[config.mk]
export PLATFORM = sky130hd
export DESIGN_NAME = imem_boot_sequencer
export DESIGN_NICKNAME = d
export VERILOG_FILES = /design/src/rtl/imem_boot_pkg.sv /design/src/rtl/settle_timer.sv /design/src/rtl/imem_boot_sequencer.sv
export SDC_FILE = /design/constraint.sdc
export NUM_CORES = 1
export LEC_CHECK = 0
export CAP_MARGIN = 20
export CELL_PAD_IN_SITES_DETAIL_PLACEMENT = 0
export CELL_PAD_IN_SITES_GLOBAL_PLACEMENT = 1
export CORE_ASPECT_RATIO = 0.8
export CORE_UTILIZATION = 27
export CTS_CLUSTER_DIAMETER = 50
export DETAILED_ROUTE_END_ITERATION = 10
export GPL_TIMING_DRIVEN = 0
export PLACE_DENSITY_LB_ADDON = 0.3
export SLEW_MARGIN = 20
export SYNTH_ARGS = -nofsm -noshare
export SYNTH_HDL_FRONTEND = slang
export SYNTH_HIERARCHICAL = 1
export SYNTH_SLANG_ARGS = --single-unit
[constraint.sdc]
create_clock -name clk -period 2.3 [get_ports clk]
set_input_delay 0.46 -clock clk [delete_from_list [all_inputs] [get_ports clk]]
set_output_delay 0.46 -clock clk [all_outputs]
set_load 0.1 [all_outputs]
[src/rtl/imem_boot_pkg.sv]
// Shared definitions for the instruction-memory boot sequencer.
// Holds the sequencer state encoding, default sizing parameters and the
// load-length legality check used when a start request is evaluated.
package imem_boot_pkg;

  localparam int MEM_BYTES_DEFAULT     = 256;
  localparam int SETTLE_CYCLES_DEFAULT = 2;

  // Byte counter / length width: must represent MEM_BYTES itself (256).
  localparam int CNT_W    = 9;
  // Width of the settle down-counter.
  localparam int SETTLE_W = 8;

  typedef enum logic [2:0] {
    ST_IDLE   = 3'd0,
    ST_LOAD   = 3'd1,
    ST_SETTLE = 3'd2,
    ST_RUN    = 3'd3,
    ST_HALT   = 3'd4
  } state_e;

  // A load length is legal when it is non-zero and fits in the memory.
  function automatic logic len_ok(input logic [CNT_W-1:0] len, input int max_len);
    return (len != '0) && (int'(len) <= max_len);
  endfunction

endpackage

[src/rtl/settle_timer.sv]
// Settle wait counter for the boot sequencer.
// Ports:
//   clk     - clock
//   rst     - synchronous active-high reset
//   load    - load 'count' into the down-counter
//   count   - number of cycles to wait after the load cycle's successor
//   expired - high while the counter is zero
module settle_timer #(
  parameter int WIDTH = 8
) (
  input  logic             clk,
  input  logic             rst,
  input  logic             load,
  input  logic [WIDTH-1:0] count,
  output logic             expired
);

  logic [WIDTH-1:0] cnt_q, cnt_d;

  always_comb begin
    cnt_d = cnt_q;
    if (load) begin
      cnt_d = count;
    end else if (cnt_q != '0) begin
      cnt_d = cnt_q - WIDTH'(1);
    end
  end

  always_ff @(posedge clk) begin
    if (rst) begin
      cnt_q <= '0;
    end else begin
      cnt_q <= cnt_d;
    end
  end

  assign expired = (cnt_q == '0);

endmodule

[src/rtl/imem_boot_sequencer.sv]
// Instruction-memory boot sequencer.
// Copies byte_count bytes from a valid/ready byte stream into instruction
// memory, waits SETTLE_CYCLES idle cycles, runs the processor until its PC
// reaches halt_addr, then reports completion.
// Ports:
//   clk, rst            - clock, synchronous active-high reset
//   start, byte_count   - begin a load of byte_count bytes (IDLE only)
//   in_valid/in_data    - source byte stream, in_ready accepts a byte
//   halt_addr/pc_output - run ends when the processor PC equals halt_addr
//   We/write_address/write_data - instruction memory write port
//   pc_enable           - processor run enable (RUN only)
//   busy                - sequencer not IDLE
//   done                - one-cycle run-complete pulse
//   error               - one-cycle pulse for an illegal start length
module imem_boot_sequencer
  import imem_boot_pkg::*;
#(
  parameter int MEM_BYTES     = MEM_BYTES_DEFAULT,
  parameter int SETTLE_CYCLES = SETTLE_CYCLES_DEFAULT
) (
  input  logic             clk,
  input  logic             rst,
  input  logic             start,
  input  logic [CNT_W-1:0] byte_count,
  input  logic             in_valid,
  input  logic [7:0]       in_data,
  output logic             in_ready,
  input  logic [31:0]      halt_addr,
  input  logic [31:0]      pc_output,
  output logic             We,
  output logic [31:0]      write_address,
  output logic [7:0]       write_data,
  output logic             pc_enable,
  output logic             busy,
  output logic             done,
  output logic             error
);

  state_e           state_q, state_d;
  logic [CNT_W-1:0] cnt_q, cnt_d;
  logic [CNT_W-1:0] len_q, len_d;
  logic             we_q, we_d;
  logic [31:0]      waddr_q, waddr_d;
  logic [7:0]       wdata_q, wdata_d;
  logic             error_q, error_d;

  logic xfer, last_xfer, start_req, start_ok, start_bad, settle_expired;

  assign xfer      = in_valid && in_ready;
  assign last_xfer = xfer && (cnt_q == (len_q - CNT_W'(1)));
  assign start_req = (state_q == ST_IDLE) && start;
  assign start_ok  = start_req && len_ok(byte_count, MEM_BYTES);
  assign start_bad = start_req && !len_ok(byte_count, MEM_BYTES);

  // Loaded on the final transfer, so the wait is counted from the cycle
  // that carries the final write.
  settle_timer #(
    .WIDTH (SETTLE_W)
  ) u_settle (
    .clk     (clk),
    .rst     (rst),
    .load    (last_xfer),
    .count   (SETTLE_W'(SETTLE_CYCLES)),
    .expired (settle_expired)
  );

  // FSM: state register
  always_ff @(posedge clk) begin
    if (rst) begin
      state_q <= ST_IDLE;
    end else begin
      state_q <= state_d;
    end
  end

  // FSM: next state
  always_comb begin
    state_d = state_q;
    case (state_q)
      ST_IDLE:   if (start_ok)                state_d = ST_LOAD;
      ST_LOAD:   if (last_xfer)               state_d = ST_SETTLE;
      ST_SETTLE: if (settle_expired)          state_d = ST_RUN;
      ST_RUN:    if (pc_output == halt_addr)  state_d = ST_HALT;
      ST_HALT:                                state_d = ST_IDLE;
      default:                                state_d = ST_IDLE;
    endcase
  end

  // FSM: outputs
  always_comb begin
    in_ready  = (state_q == ST_LOAD);
    pc_enable = (state_q == ST_RUN);
    busy      = (state_q != ST_IDLE);
    done      = (state_q == ST_HALT);
  end

  // Byte counter, latched length and the registered memory write port.
  always_comb begin
    cnt_d   = cnt_q;
    len_d   = len_q;
    we_d    = xfer;
    waddr_d = waddr_q;
    wdata_d = wdata_q;
    error_d = start_bad;
    if (start_ok) begin
      cnt_d = '0;
      len_d = byte_count;
    end
    if (xfer) begin
      waddr_d = {{(32-CNT_W){1'b0}}, cnt_q};
      wdata_d = in_data;
      cnt_d   = cnt_q + CNT_W'(1);
    end
  end

  // A transfer coinciding with reset is dropped: its write never issues.
  always_ff @(posedge clk) begin
    if (rst) begin
      cnt_q   <= '0;
      len_q   <= '0;
      we_q    <= 1'b0;
      waddr_q <= '0;
      wdata_q <= '0;
      error_q <= 1'b0;
    end else begin
      cnt_q   <= cnt_d;
      len_q   <= len_d;
      we_q    <= we_d;
      waddr_q <= waddr_d;
      wdata_q <= wdata_d;
      error_q <= error_d;
    end
  end

  assign We            = we_q;
  assign write_address = waddr_q;
  assign write_data    = wdata_q;
  assign error         = error_q;

endmodule

==> reports/results.ini, run 1 <==
[run_status]
status = finished, final reports clean

[placement]
dpl.cell_count = 628
preCtsSetupSlack_ns = -0.4353
numPortBuffers = 107
hpwl_um = 6042
placed_cell_area_um2 = 4259
gp_congestion = 0.7711

[timing]
max_slew.worst_pin.slew_ns = 0.9937
fin_ws_ns = 0.06593
drv_slew = 0
max-slew-margin-rel = 0.3355
timing.fmax_ghz = 0.4476
min_period_ns = 2.234
period_share = 0.9713
whs_ns = 0.4542
rsz0062_at_grt = false
setup_violations = 0
final-hold-violation-count = 0
fin_worst_skew_ns = 0.003476

[global_routing]
grt_max_degree = 16
grt_antenna_before_repair = 0
grt_first_pass_wirelength_um = 12480
grt-ovfl-total = 0
track_usage = 0.1460
grt_pass1_vias = 2703

[drt]
num_vias = 2810
firstDrtPassIters = 4
wl_um = 7560
ant_nets = 0
drc = 0
drt_iter0_drc = 118
vias_per_cell = 4.377
post_drt_wl_per_cell_um = 11.78

[die]
io_pins = 131
start_util = 0.2791
coreArea_um2 = 10280
dieHeight_um = 94.20
chipWidth_um = 117.3
rows = 33
die_area_um2 = 11050

[logic_synthesis]
synth_commonest_cells = 52 x nand2_1, 48 x dfxtp_1, 40 x xor2_1, 26 x nor2_1, 25 x a21oi_1
ys_types = 53
ys_warn_count = 6
syn_area_per_cell_um2 = 8.151
synth_top_area_share = 0.3349
yosysMostFrequentCell = nand2_1
synth-async-reset-ratio = 0
ys.flop_type = dfxtp_1
synth.area.top_cells = dfxtp_1 33%, xor2_1 12%, nand2_1 6.8%, buf_4 6.0%, a21oi_1 4.4%
synth_edf_count = 0
yosys.area.top_type = dfxtp_1
synth-seq-area-share = 0.3349
synth_cells = 352
netlist_area_um2 = 2869
ys_ff_latch = 48

[setup_path]
arrival_ns = 1.77
required_ns = 1.84
critPathMaxFanout = 6
endpoint_kind = output pin
r2r_cells = 10
critPathLaunchType = flip-flop
critPathKind = reg2out

[finish]
nets = 589
fin_util = 0.4374
seq_area_um2 = 974.7
drive_gt1_frac = 0.1355
design_area_um2 = 4497
multiInputGateArea_um2 = 1784
instances_no_fill = 642
area_growth_pct = 56.74
fill_cells = 1060
antenna_cells = 0

[clock_network]
cts.path.max_buffers = 2
cts.clk_slew.worst_paths_ns = 0.07
cts_inserted_buffers = 5
tritoncts = built
htreeDepth = 2
cts-hold-fix-buffers = 0
clock_latency_ns = 0.29
cts_root_buf = clkbuf_16
numClockSinks = 48

[flow_run]
drv_cap = 0

[hold_path]
holdPathStages = 2
hp-class = reg2reg

[pwr]
ir_drop_uv = 277.0
p_per_area_nw_per_um2 = 620.2
leakage_nw = 1.832

[worst max-delay path, stage by stage, from the launching register on]
cell and delay, ns:
dfxtp_4 0.37, nor3b_4 0.23, dlygate4sd2_1 0.88
[registers in the layout (all words and copies together), names as in the netlist]
signal	flops
We	1
cnt_q	9
error	1
len_q	9
state_q	3
u_settle/cnt_q	8
write_address	9
write_data	8
[final timing paths]
path	endpoint	from	slack, ns
min reg2reg	write_address[1]	write_address[1]	0.45
max	in_ready	state_q[1]	0.07
max reg2reg	u_settle/cnt_q[0]	len_q[3]	0.10
min	write_address[1]	write_address[1]	0.45
[cells by family (layout without fill, tap and decap cells)]
kind of cell / after synthesis / in the layout / share of synthesized area
muxes: 10 / 10 / 0.03489
AOI/OAI and AO/OA: 52 / 52 / 0.1164
and+or+nand+nor: 141 / 141 / 0.2564
other: 2 / 31 / 0.002618
buffers and inverters: 49 / 170 / 0.09812
adders and majority gates: 3 / 3 / 0.01308
DFF: 48 / 48 / 0.3349
xor gates and xnor gates: 47 / 47 / 0.1435
[per-layer routing]
metal / GRT usage / wire (µm) / vias up
met4: 0.04114 / 76 / 0
met1: 0.1710 / 3374 / 1268
li1: - / - / 1456
met3: 0.04129 / 451 / 7
met2: 0.2569 / 3657 / 79
met5: 0 / 0 / -
[report_power, final]
| group | total (mW) | leakage [nW] | internal [mW] | switching, mW |
|---|---|---|---|---|
| Sequential | 0.986 | 0.393 | 0.904 | 0.0813 |
| Clock | 0.756 | 0.0734 | 0.433 | 0.323 |
| Combinational | 1.05 | 1.37 | 0.476 | 0.571 |
[repair_timing]
item,4_1_cts,5_1_grt
hold endpoints to repair,0,0
buffers inserted,3,4
gates resized for setup,12,9
setup endpoints to repair,18,18
pin swaps,0,4
[layout by cell type (no fill, tap or decap), types with 8 or more instances in the layout]
cell type / Yosys / layout
nand2_1: 52 / 52
nand3_1: 10 / 9
a21oi_1: 25 / 25
mux2i_1: 10 / 10
xor2_1: 40 / 40
clkdlybuf4s50_1: 0 / 103
buf_4: 23 / 31
nor4_1: 10 / 8
inv_1: 10 / 9
nor3_1: 9 / 9
dfxtp_1: 48 / 43
nor2_1: 26 / 25
conb_1: 2 / 31
clkbuf_1: 12 / 9
[layout make-up]
class | count | share of cell area
inverter | 10 | 0.008347
clock inverter | 2 | 0.003061
tap | 140 | 0.03895
buffer | 38 | 0.05676
sequential | 48 | 0.2168
multi-input combinational | 284 | 0.3968
timing repair buffer | 114 | 0.2485
clock buffer | 6 | 0.03088
[stage by stage]
stage                     power, mW  TNS [ns]
after floorplan               1.757   -0.7548
after global placement        2.022    -5.920
after detailed placement      2.037    -6.201
after CTS                     2.809         0
after global routing          2.950         0
final                         2.789         0
No activity file was read; power rests on OpenSTA's default activity.
==> run 2, diff against run 1 <==
--- a/config.mk
+++ b/config.mk
@@ -5,7 +5,6 @@
 export SDC_FILE = /design/constraint.sdc
 export NUM_CORES = 1
 export LEC_CHECK = 0
-export CAP_MARGIN = 20
 export CELL_PAD_IN_SITES_DETAIL_PLACEMENT = 0
 export CELL_PAD_IN_SITES_GLOBAL_PLACEMENT = 1
 export CORE_ASPECT_RATIO = 0.8
==> constraint.sdc (replaced) <==
create_clock -name clk -period 2.3 [get_ports clk]
set_input_delay 0.46 -clock clk [delete_from_list [all_inputs] [get_ports clk]]
set_output_delay 0.46 -clock clk [all_outputs]
set_load 0.01 [all_outputs]
==> run 2 against run 1 <==
Maximum frequency grew 1.8%. Sequential share of layout area fell by 0.095 points. Combinational power is 19% lower. Via count is 0.11% higher. Die area unchanged.
==> reports/results.ini, run 2 (same netlist as run 1, synthesis figures left out) <==
[setup_path]
critPathMaxFanout = 7  ; was 6
cp.buffers_inverters = 2  ; was 1
r2r-start = len_q[2]  ; was len_q[3]
critPathTopFamily = simple AND/OR/NAND/NOR gates  ; was buffers and inverters
crit_chain = or3_4 -> or4_4 -> a211o_1 -> nand3_2 -> nand3_2 -> inv_2 -> buf_4 -> or2_4 -> o32ai_1  ; was nor3b_4 -> dlygate4sd2_1
endpoint_kind = flip-flop  ; was output pin
arrival_ns = 2.34  ; was 1.77 ns
critPathKind = reg2reg  ; was reg2out
worst_path_most_repeated_cell = nand3_2
slowest_stage = or4_4  ; was dlygate4sd2_1
reg2reg_to = u_settle/cnt_q[5]  ; was u_settle/cnt_q[0]
ff2ff_setup_slack_ns = 0.11  ; was 0.10 ns
r2r_cells = 9  ; was 10
slowest_delay_ns = 0.41  ; was 0.88 ns
critPathLaunchType = flip-flop  ; unchanged
required_ns = 2.45  ; was 1.84 ns

[clock_network]
tritoncts = built  ; unchanged
cts_inserted_buffers = 5  ; unchanged
cts_root_buf = clkbuf_16  ; unchanged
cts-hold-fix-buffers = 0  ; unchanged
clock_latency_ns = 0.29  ; about the same
cts.path.max_buffers = 2  ; unchanged
numClockSinks = 48  ; unchanged
cts.clk_slew.worst_paths_ns = 0.07  ; about the same
htreeDepth = 2  ; unchanged

[die]
chipWidth_um = 117.3  ; unchanged
io_pins = 131  ; unchanged
start_util = 0.2791  ; unchanged
die_area_um2 = 11050  ; unchanged
coreArea_um2 = 10280  ; unchanged
rows = 33  ; unchanged
dieHeight_um = 94.20  ; unchanged

[drt]
ant_nets = 0  ; unchanged
post_drt_wl_per_cell_um = 12.28  ; was 11.78 µm
drt_iter0_drc = 87  ; was 118
firstDrtPassIters = 4  ; unchanged
num_vias = 2813  ; was 2,810
wl_um = 7824  ; was 7560 µm
drc = 0  ; unchanged
vias_per_cell = 4.416  ; was 4.377

[timing]
drv_slew = 0  ; unchanged
timing.fmax_ghz = 0.4558  ; was 0.4476 GHz
final-hold-violation-count = 0  ; unchanged
max_slew.worst_pin.slew_ns = 0.5419  ; was 0.9937 ns
fin_worst_skew_ns = 0.005886  ; was 0.003476 ns
setup_tns_ns = 0  ; unchanged
setup_violations = 0  ; unchanged
max-slew-margin-rel = 0.6387  ; was 0.3355
period_share = 0.9539  ; was 0.9713
min_period_ns = 2.194  ; was 2.234 ns
rsz0062_at_grt = false  ; unchanged
whs_ns = 0.4541  ; was 0.4542 ns

[global_routing]
track_usage = 0.1426  ; was 0.1460
grt_first_pass_wirelength_um = 12240  ; was 12,480 µm
grt_max_degree = 17  ; was 16
grt_pass1_vias = 2565  ; was 2,703
grt_antenna_before_repair = 0  ; unchanged
grt-ovfl-total = 0  ; unchanged

[finish]
layout_commonest_cell = clkdlybuf4s50_1  ; unchanged
drive_gt1_frac = 0.1167  ; was 0.1355
instances_no_fill = 637  ; was 642
nets = 584  ; was 589
area_growth_pct = 56.21  ; was 56.74%
antenna_cells = 0  ; unchanged
final_cell_mix = 107 x clkdlybuf4s50_1, 52 x nand2_1, 45 x dfxtp_1  ; was 103 x clkdlybuf4s50_1, 52 x nand2_1, 43 x dfxtp_1
fill_cells = 1033  ; was 1,060

[run_status]
status = finished, final reports clean  ; unchanged

[hold_path]
hp-start = write_data[4]  ; was write_address[1]
holdPathEnd = write_data[4]  ; was write_address[1]
hp-class = reg2reg  ; unchanged
holdPathStages = 2  ; unchanged

[pwr]
ir_drop_uv = 310.5  ; was 277.0 µV
leakage_nw = 1.802  ; was 1.832 nW
p_per_area_nw_per_um2 = 600.6  ; was 620.2 nW/µm²
p_total_mw = 2.692  ; was 2.789 mW

[flow_run]
drv_cap = 0  ; unchanged

[placement]
numPortBuffers = 107  ; unchanged
hpwl_um = 6149  ; was 6042 µm
gp_congestion = 0.7524  ; was 0.7711
dpl.cell_count = 628  ; unchanged

-- run 2: cell types whose count changed in the layout (fill, tap and decap cells not counted), sizes merged --
cell,delta
bufinv,+1
buf,-4
clkdlybuf4s15,-1
clkdlybuf4s50,+4
clkbuf,-3
dlygate4sd2,-2
-- run 2: area by class of cell --
cell class / count / area, µm² / area share
Clock inverter: 3 / 46.29 / 0.01033
Multi-Input combinational cell: 284 / 1787 / 0.3987
Timing Repair Buffer: 110 / 1094 / 0.2440
Sequential cell: 48 / 967.2 / 0.2158
Buffer: 37 / 250.2 / 0.05583
Clock buffer: 5 / 125.1 / 0.02792
Inverter: 10 / 37.54 / 0.008375
Tap cell: 140 / 175.2 / 0.03908
-- run 2: worst max path at each step --
stage / from / end / slack (ns) / depth (start not counted)
final: len_q[2] / u_settle/cnt_q[5] / 0.11 / 9
after global routing: len_q[2] / u_settle/cnt_q[5] / 0.008 / 9
after CTS: len_q[0] / u_settle/cnt_q[3] / 0.008 / 10
after detailed placement: in_valid / u_settle/cnt_q[0] / -0.55 / 11
after global placement: in_valid / u_settle/cnt_q[0] / -0.58 / 11
after floorplan: len_q[2] / u_settle/cnt_q[0] / 0.02 / 10
-- run 2: per-layer routing --
layer	global-route usage	up-vias	share of wire
li1	-	1444	-
met1	0.1827	1303	0.47
met4	0.03797	0	0.012
met2	0.2387	58	0.47
met5	0	-	0
met3	0.03161	8	0.048
-- run 2: worst reg2reg max path, delay by kind of cell, from the launching register on --
kind                   cells  cell delay [ns]
DFF                        1             0.37
AOI/OAI and AO/OA          2             0.37
buffers and inverters      2             0.21
and+or+nand+nor            5             1.11
-- run 2: through the flow --
step / cell area, µm² / worst slack (ns) / utilization
floorplan: 2978 / 0.01873 / -
global placement: 4224 / -0.5787 / 0.4109
detailed placement: 4224 / -0.5540 / 0.4109
CTS: 4456 / 0.007620 / 0.4334
global route: 4482 / 0.007846 / 0.4359
finish: 4482 / 0.1061 / 0.4359
-- run 2: power breakdown --
part	internal, mW	total [mW]	switching, mW	leakage [nW]
Combinational	0.476	0.850	0.373	1.33
Sequential	0.905	0.990	0.0844	0.392
Clock	0.517	0.852	0.335	0.0804
-- run 2: repair_timing --
action                                  4_1_cts  5_1_grt
pin swaps                                     0        2
setup buffers                                 2        1
endpoints found under the setup margin       17       20
resized for setup                            12        8
==> run 3, diff against run 2 <==
--- a/config.mk
+++ b/config.mk
@@ -8,11 +8,12 @@
 export CELL_PAD_IN_SITES_DETAIL_PLACEMENT = 0
 export CELL_PAD_IN_SITES_GLOBAL_PLACEMENT = 1
 export CORE_ASPECT_RATIO = 0.8
-export CORE_UTILIZATION = 27
+export CORE_UTILIZATION = 32
 export CTS_CLUSTER_DIAMETER = 50
 export DETAILED_ROUTE_END_ITERATION = 10
 export GPL_TIMING_DRIVEN = 0
 export PLACE_DENSITY_LB_ADDON = 0.3
+export SETUP_SLACK_MARGIN = 0.3
 export SLEW_MARGIN = 20
 export SYNTH_ARGS = -nofsm -noshare
 export SYNTH_HDL_FRONTEND = slang
==> constraint.sdc (replaced) <==
create_clock -name clk -period 2.57 [get_ports clk]
set_input_delay 0.514 -clock clk [delete_from_list [all_inputs] [get_ports clk]]
set_output_delay 0.514 -clock clk [all_outputs]
set_load 0.01 [all_outputs]
==> run 3 against run 2 <==
First-iteration DRC count down 34%. Setup slack better by 0.26 ns. Via count down 0.11%. Flip-flop and latch count unchanged. Count of clock-buffer cells in the layout unchanged. Power down 18%.
==> reports/results.ini, run 3 (same netlist as run 1, synthesis figures left out) <==
[setup_path]
critPathLaunchType = primary input  ; was flip-flop
r2r-start = len_q[2]  ; unchanged
ff2ff_setup_slack_ns = 0.43  ; was 0.11 ns
required_ns = 2.76  ; was 2.45 ns
reg2reg_to = u_settle/cnt_q[0]  ; was u_settle/cnt_q[5]
crit_path_start = byte_count[3]  ; was len_q[2]
endpoint_kind = flip-flop  ; unchanged
critPathMaxFanout = 5  ; was 7
arrival_ns = 2.39  ; was 2.34 ns
r2r_cells = 10  ; was 9
critPathCapture = cnt_q[2]  ; was u_settle/cnt_q[5]
critPathKind = in2reg  ; was reg2reg

[pwr]
power.switching_mw = 0.6769  ; was 0.7926 mW
p_per_area_nw_per_um2 = 499.4  ; was 600.6 nW/µm²
ir_drop_uv = 326.1  ; was 310.5 µV
power_frac_seq = 0.399  ; was 0.368
pwr-share-clk = 0.261  ; was 0.317
leakage_nw = 1.798  ; was 1.802 nW
pwr-share-comb = 0.339  ; was 0.316
switching_share = 0.3068  ; was 0.2945
intPower_mw = 1.529  ; was 1.899 mW

[drt]
drt_iter0_drc = 57  ; was 87
drc = 0  ; unchanged
vias_per_cell = 4.577  ; was 4.416
ant_nets = 0  ; unchanged
post_drt_wl_per_cell_um = 12.36  ; was 12.28 µm
wl_um = 7589  ; was 7824 µm
num_vias = 2810  ; was 2,813
firstDrtPassIters = 6  ; was 4

[clock_network]
cts.path.max_buffers = 2  ; unchanged
htreeDepth = 2  ; unchanged
cts-hold-fix-buffers = 0  ; unchanged
tritoncts = built  ; unchanged
cts_inserted_buffers = 5  ; unchanged
cts.clk_slew.worst_paths_ns = 0.10  ; was 0.07 ns
cts_root_buf = clkbuf_8  ; was clkbuf_16
numClockSinks = 48  ; unchanged
clock_latency_ns = 0.31  ; was 0.29 ns

[die]
dieHeight_um = 86.69  ; was 94.20 µm
start_util = 0.3338  ; was 0.2791
coreArea_um2 = 8596  ; was 10,280 µm²
rows = 30  ; was 33
io_pins = 131  ; unchanged
chipWidth_um = 107.9  ; was 117.3 µm
die_area_um2 = 9351  ; was 11,050 µm²

[timing]
whs_ns = 0.4561  ; was 0.4541 ns
fin_worst_skew_ns = 0.01346  ; was 0.005886 ns
final-hold-violation-count = 0  ; unchanged
max-slew-margin-rel = 0.6555  ; was 0.6387
period_share = 0.8582
timing.fmax_ghz = 0.4534
rsz0062_at_grt = false  ; unchanged
min_period_ns = 2.206
drv_slew = 0  ; unchanged
setup_violations = 0  ; unchanged
setup_tns_ns = 0  ; unchanged
max_slew.worst_pin.slew_ns = 0.5167  ; was 0.5419 ns

[placement]
numPortBuffers = 107  ; unchanged
dpl.cell_count = 600  ; was 628
gp_congestion = 0.8157  ; was 0.7524
hpwl_um = 6059  ; was 6149 µm
placed_cell_area_um2 = 4190  ; was 4224 µm²

[finish]
layout_commonest_cell = clkdlybuf4s50_1  ; unchanged
antenna_cells = 0  ; unchanged
instances_no_fill = 614  ; was 637
design_area_um2 = 4418  ; was 4482 µm²
final_cell_mix = 107 x clkdlybuf4s50_1, 52 x nand2_1, 43 x dfxtp_1  ; was 107 x clkdlybuf4s50_1, 52 x nand2_1, 45 x dfxtp_1
drive_gt1_frac = 0.1275  ; was 0.1167
nets = 589  ; was 584
area_growth_pct = 53.99  ; was 56.21%

[global_routing]
track_usage = 0.1645  ; was 0.1426
grt_pass1_vias = 2533  ; was 2,565
grt_first_pass_wirelength_um = 12120  ; was 12,240 µm
grt_max_degree = 17  ; unchanged
grt-ovfl-total = 0  ; unchanged
grt_antenna_before_repair = 0  ; unchanged

[flow_run]
drv_cap = 0  ; unchanged

[hold_path]
hp-class = reg2reg  ; unchanged

[run_status]
status = finished, final reports clean  ; unchanged

run 3: cell count changes in the layout (fill, tap and decap cells not counted), moves of 2 or more:
cell       before  now
buf_4          27   30
clkbuf_16       5    0
clkbuf_8        0    5
dfxtp_1        45   43
run 3: what timing repair did:
action / 4_1_cts / 5_1_grt
resized for setup: 12 / 13
pin swaps: 0 / 4
endpoints found under the setup margin: 17 / 17
buffers inserted: 1 / 5
run 3: stage by stage:
stage	utilization	worst slack [ns]	power, mW
floorplan	-	0.3845	1.385
global placement	0.4875	-0.2137	1.617
detailed placement	0.4875	-0.2311	1.633
CTS	0.5063	0.3022	2.215
global route	0.5140	0.3129	2.341
finish	0.5140	0.3645	2.206
run 3: layout make-up:
type	count	area [µm²]
sequential	48	972.2
clock buffer	5	68.82
multi-input combinational	284	1770
buffer	39	266.5
timing repair buffer	113	1116
fill	841	4178
inverter	10	37.54
clock inverter	3	46.29
tap	112	140.1
run 3: power groups by stage:
stage,Clock (mW),Sequential [mW],Combinational [mW]
finish,0.577,0.881,0.748
global route,0.621,0.893,0.826
CTS,0.592,0.884,0.740
detailed placement,0,0.901,0.733
global placement,0,0.898,0.718
floorplan,0,0.888,0.497
run 3: how the worst min path moves through the flow:
| stage | startpoint | endpoint | slack [ns] | cells after the start |
|---|---|---|---|---|
| global placement | write_data[6] | write_data[6] | 0.44 | 2 |
| CTS | write_data[1] | write_data[1] | 0.46 | 2 |
| global route | write_address[8] | write_address[8] | 0.48 | 2 |
| detailed placement | write_data[1] | write_data[1] | 0.45 | 2 |
| floorplan | cnt_q[8] | write_address[8] | 0.46 | 2 |
| finish | write_data[1] | write_data[1] | 0.46 | 2 |
run 3: routing by layer:
layer  part of all wire  GRT usage  vias to the layer above
met3              0.038    0.03158                       13
li1                   -          -                     1453
met2               0.47     0.2646                       58
met4              0.016    0.04483                        0
met5                  0          0                        -
met1               0.48     0.2248                     1286
run 3: worst max-delay path: stages:
cell	delay [ns]
clkdlybuf4s50_1	0.45
nor4_4	0.32
a21boi_1	0.14
or3b_1	0.39
buf_4	0.17
and2_1	0.19
o21ai_1	0.14
a21oi_1	0.08
